$ cat src/rtl/mips_pkg.sv
// Shared MIPS core definitions: reset vector, fetch FSM states, word size.
package mips_pkg;

    localparam logic [31:0] RESET_PC_DEFAULT = 32'h0000_0000;
    localparam logic [31:0] WORD_BYTES       = 32'd4;

    typedef enum logic [1:0] {
        BOOT = 2'd0,
        RUN  = 2'd1,
        HALT = 2'd2
    } fetch_state_t;

endpackage

$ cat src/rtl/npc.sv
// Next-PC selection: sequential PC+4 or a prioritised jr > j > branch redirect target.
module npc
    import mips_pkg::*;
(
    input  logic [31:0] pc,
    input  logic        br_taken,
    input  logic [31:0] br_pc4,
    input  logic [15:0] br_imm,
    input  logic        j_taken,
    input  logic [25:0] j_index,
    input  logic        jr_taken,
    input  logic [31:0] jr_target,
    output logic [31:0] next_pc,
    output logic        redirect,
    output logic        jr_misaligned
);

    logic [31:0] br_target;
    logic [31:0] j_target;
    logic [31:0] jr_aligned;

    assign br_target  = br_pc4 + {{14{br_imm[15]}}, br_imm, 2'b00};
    assign j_target   = {br_pc4[31:28], j_index, 2'b00};
    assign jr_aligned = {jr_target[31:2], 2'b00};

    assign redirect      = jr_taken || j_taken || br_taken;
    assign jr_misaligned = jr_taken && (jr_target[1:0] != 2'b00);

    always_comb begin
        next_pc = pc + WORD_BYTES;
        if (jr_taken) begin
            next_pc = jr_aligned;
        end else if (j_taken) begin
            next_pc = j_target;
        end else if (br_taken) begin
            next_pc = br_target;
        end
    end

endmodule

$ cat src/rtl/if_stage.sv
// Instruction-fetch stage: PC register, instruction-memory address, IF/ID register
// with valid/ready handoff to decode, redirect flush and halt.
module if_stage
    import mips_pkg::*;
#(
    parameter logic [31:0] RESET_PC = RESET_PC_DEFAULT,
    parameter int          IM_AW    = 10
) (
    input  logic             clk,
    input  logic             rst_n,
    output logic [IM_AW-1:0] im_addr,
    input  logic [31:0]      im_data,
    input  logic             stall,
    input  logic             br_taken,
    input  logic [31:0]      br_pc4,
    input  logic [15:0]      br_imm,
    input  logic             j_taken,
    input  logic [25:0]      j_index,
    input  logic             jr_taken,
    input  logic [31:0]      jr_target,
    input  logic             halt,
    input  logic             id_ready,
    output logic             if_valid,
    output logic [31:0]      if_instr,
    output logic [31:0]      if_pc4,
    output logic [31:0]      pc,
    output logic             addr_err,
    output logic             halted
);

    fetch_state_t state, state_nx;

    logic [31:0] next_pc;
    logic        redirect;
    logic        jr_misaligned;
    logic        advance;
    logic        load_pc;
    logic        fetch;
    logic        drop;
    logic        take_redirect;

    npc u_npc (
        .pc            (pc),
        .br_taken      (br_taken),
        .br_pc4        (br_pc4),
        .br_imm        (br_imm),
        .j_taken       (j_taken),
        .j_index       (j_index),
        .jr_taken      (jr_taken),
        .jr_target     (jr_target),
        .next_pc       (next_pc),
        .redirect      (redirect),
        .jr_misaligned (jr_misaligned)
    );

    assign im_addr = pc[IM_AW+1:2];
    assign halted  = (state == HALT);
    assign advance = (!if_valid || id_ready) && !stall;

    always_ff @(posedge clk or negedge rst_n) begin
        if (!rst_n) begin
            state <= BOOT;
        end else begin
            state <= state_nx;
        end
    end

    always_comb begin
        state_nx      = state;
        load_pc       = 1'b0;
        fetch         = 1'b0;
        drop          = 1'b0;
        take_redirect = 1'b0;
        case (state)
            BOOT: state_nx = RUN;
            RUN: begin
                if (redirect) begin
                    take_redirect = 1'b1;
                    load_pc       = 1'b1;
                    drop          = 1'b1;
                end else if (halt) begin
                    // The halt cycle itself already stops fetching; only the handoff remains.
                    state_nx = HALT;
                    drop     = if_valid && id_ready;
                end else if (advance) begin
                    fetch   = 1'b1;
                    load_pc = 1'b1;
                end else begin
                    drop = if_valid && id_ready;
                end
            end
            HALT:    drop = if_valid && id_ready;
            default: state_nx = BOOT;
        endcase
    end

    always_ff @(posedge clk or negedge rst_n) begin
        if (!rst_n) begin
            pc       <= RESET_PC;
            if_valid <= 1'b0;
            if_instr <= '0;
            if_pc4   <= '0;
            addr_err <= 1'b0;
        end else begin
            if (load_pc) begin
                pc <= next_pc;
            end
            if (fetch) begin
                if_instr <= im_data;
                if_pc4   <= next_pc;
                if_valid <= 1'b1;
            end else if (drop) begin
                if_valid <= 1'b0;
            end
            if (take_redirect && jr_misaligned) begin
                addr_err <= 1'b1;
            end
        end
    end

endmodule

$ cat config.mk
export PLATFORM = sky130hd
export DESIGN_NAME = if_stage
export DESIGN_NICKNAME = d
export VERILOG_FILES = /design/src/rtl/mips_pkg.sv /design/src/rtl/npc.sv /design/src/rtl/if_stage.sv
export SDC_FILE = /design/constraint.sdc
export NUM_CORES = 1
export LEC_CHECK = 0
export CAP_MARGIN = 30
export CORE_UTILIZATION = 47
export DETAILED_ROUTE_END_ITERATION = 16
export GPL_ROUTABILITY_DRIVEN = 0
export PLACE_DENSITY = 0.83
export SLEW_MARGIN = 5
export SYNTH_ARGS = -nofsm -noshare
export SYNTH_HDL_FRONTEND = slang
export SYNTH_HIERARCHICAL = 1
export SYNTH_SLANG_ARGS = --single-unit
$ cat constraint.sdc
create_clock -name clk -period 2.83 [get_ports clk]
set_clock_uncertainty 0.1 [all_clocks]
set_input_delay 0.566 -clock clk [delete_from_list [all_inputs] [get_ports clk]]
set_output_delay 0.566 -clock clk [all_outputs]
set_load 0.05 [all_outputs]
==> metrics.yaml <==
logic_synthesis:
  ys_warn_count: 6
  yosysSeqAreaShare: 0.324
  synth_nets: 1030
  syn_area_mm2: 0.00773
  synth_top_flop_cell: "dfrtp_1"
  synth-seq-cells: 100
  synth_async_sr_flop_share: 1.00
  synth_edf_count: 0
  avgSynthCellArea_um2: 9.09
  synth_cell_types: 69
  syn_inst: 850
clocking:
  cts-buffers-inserted: 9
  path_clk_slew_ns: 0.07
  clk-insertion-delay-late_ns: 0.35
  clock_sinks: 100
  ctsHoldBuffers: 0
  htree_num_levels: 3
  cts_tree: "done"
  clock_path_buffers: 2
  root_buffer: "clkbuf_16"
finish:
  final_cells: 1421
  drive_above_1_share: 0.266
  fillers: 1100
  syn_to_final_growth_pct: 57.9
  final_net_count: 1380
  antenna_cells: 0
  final_area_mm2: 0.0122
  utilization: 0.765
global_routing:
  grt_pass1_vias: 8209
  grt_antenna_before_repair: 0
  track_usage: 0.326
  grt_max_degree: 70
  overflow: 0
  grt_pass1_wl_um: 42600
detailed_routing:
  wl_per_cell_um: 20.3
  firstDrtPassIters: 7
  vias_per_cell: 5.92
  dr_total_vias: 8417
  drc: 0
  wl_um: 28900
  drtIter0Drc: 826
  drtAntennaViolNets: 0
place:
  dp_hpwl_um: 20700
  dpl.cell_count: 1390
  placed_area_mm2: 0.0113
  post-place-ws_ns: -0.684
  portBuffers: 254
setup_path:
  cp-end-kind: "flop"
  cp-start-kind: "primary input"
  worstPathRequired_ns: 2.96
  cp_max_fo: 5
  crit_type: "primary input to flop"
  cp_data_arrival_time_ns: 2.94
sta:
  slew_headroom: 0.518
  worst_pin_slew_ns: 0.723
  fmax_mhz: 356
  timing.final.crit_share: 0.993
  finalSetupViolCount: 0
  finalSetupTns_ns: 0
  timing.hold.ws_ns: 0.174
  hold_viol_final: 0
  fin_crit_ns: 2.81
  maxSlewViolCount: 0
  worst_slack_ns: 0.0200
floorplanning:
  die_h_um: 130
  io_pins: 255
  design.die.area_mm2: 0.0170
  start_util: 0.485
  core.rowCount: 46
  fp.dieW_um: 130
  coreArea_mm2: 0.0159
power_and_ir_drop:
  switchingPower_mw: 5.39
  power_mw: 11.0
  power.internal_mw: 5.57
  p_leak_nw: 5.32
  p_seq_frac: 0.242
  pwr-share-comb: 0.641
  p_per_area_mw_per_mm2: 899
  irDropWorstVdd_uv: 632
  clkPwrFrac: 0.118
  swShare: 0.492
run_status:
  outcome: "completed"
min_path:
  hold_class: "primary input to asynchronous set/reset pin"
job:
  max_cap_viol_count: 0
## repair_timing
item	CTS	global route
gates resized for setup	75	58
endpoints found under the setup margin	42	43
hold endpoints to repair	0	0
pin swaps	36	36
setup buffers	8	7
## cell usage after synthesis (17+ instances only)
master	number	area, um2
ha_1	33	413
o21ai_0	72	360
a21oi_1	34	170
nand2b_1	35	219
xnor2_1	26	228
clkbuf_1	43	161
dfrtp_1	100	2500
mux2_4	49	736
xor2_1	17	149
nor2_1	40	150
nand3_1	35	175
nand2_1	84	315
nor2b_1	35	219
mux2_2	17	191
o211ai_1	36	270
## path summary, 6_finish.rpt
path,cells after the start,to,slack (ns),start
worst max-delay path,13,if_pc4[16]$_DFFE_PN0P_,0.02,br_pc4[11]
worst min-delay path,1,if_instr[17]$_DFFE_PN0P_,0.17,rst_n
worst max register to register,8,if_pc4[24]$_DFFE_PN0P_,0.11,pc[8]$_DFFE_PN0P_
worst min register to register,1,addr_err$_DFFE_PN0P_,0.38,addr_err$_DFFE_PN0P_
max in group asynchronous,2,pc[14]$_DFFE_PN0P_,1.68,rst_n
min in group clk,1,addr_err$_DFFE_PN0P_,0.38,addr_err$_DFFE_PN0P_
## power groups by stage
stage	sequential, mW	clock, mW	combinational [mW]
3_5_place_dp	2.63	0	6.80
6_report	2.65	1.29	7.02
2_1_floorplan	4.77	0	2.17
3_3_place_gp	2.60	0	6.70
4_1_cts	2.62	1.30	6.90
5_1_grt	2.71	1.35	7.33
## state kept, by name, summed over array words and instances, names as in the netlist
name / count
state: 2
pc: 32
addr_err: 1
if_instr: 32
if_pc4: 32
if_valid: 1
## routing by layer
layer,vias to the layer above,track usage,wire length [um]
met5,-,0,0
met4,0,0.168,1200
met3,92,0.0349,2680
met2,543,0.544,13800
met1,3982,0.419,11200
li1,3800,-,-
## worst max-delay path, stage by stage
cell,delay (ns)
dlygate4sd2_1,0.26
ha_4,0.24
buf_4,0.14
nand4_1,0.10
nor2_1,0.06
o31a_1,0.30
buf_4,0.15
nor3_1,0.19
buf_4,0.18
o21bai_1,0.08
xnor2_1,0.23
o21ai_1,0.16
mux2_4,0.30
## area by class of cell
type | count | area [um2] | area share
clock inverter | 6 | 68.8 | 0.00564
tap | 216 | 270 | 0.0221
clock buffer | 10 | 239 | 0.0196
timing repair buffer | 404 | 3710 | 0.304
sequential | 100 | 2510 | 0.206
multi-input combinational | 673 | 5360 | 0.439
inverter | 12 | 45.0 | 0.00369
## kinds of logic after synthesis
logic type,after synthesis,share of synthesized area
simple gates,287,0.191
flops,100,0.324
mux,74,0.130
buf+inv,77,0.0494
compound gates,235,0.201
xor+xnor,43,0.0487
fa+ha+maj,34,0.0560
## layout by cell type, fill, tap and decap left out, types with 4 or more instances in the layout
master	n
a211oi_2	4
a21o_1	13
a21oi_1	24
a21oi_2	9
a222oi_1	10
a31oi_1	7
and3_1	7
buf_4	143
buf_6	5
clkbuf_16	9
clkbuf_2	5
clkdlybuf4s15_1	5
clkdlybuf4s50_1	224
dfrtp_1	94
dfrtp_2	6
dlygate4sd2_1	10
dlymetal6s2s_1	9
ha_1	17
ha_4	14
inv_1	12
mux2_2	16
mux2_4	50
mux2i_1	8
nand2_1	82
nand2b_1	35
nand3_1	32
nand4_1	10
nor2_1	39
nor2b_1	34
nor3_1	11
nor4_1	4
o211ai_1	36
o21a_1	7
o21ai_0	58
o21ai_1	11
o21ai_2	5
xnor2_1	26
xor2_1	17
Power figures use the tool's default switching activity.
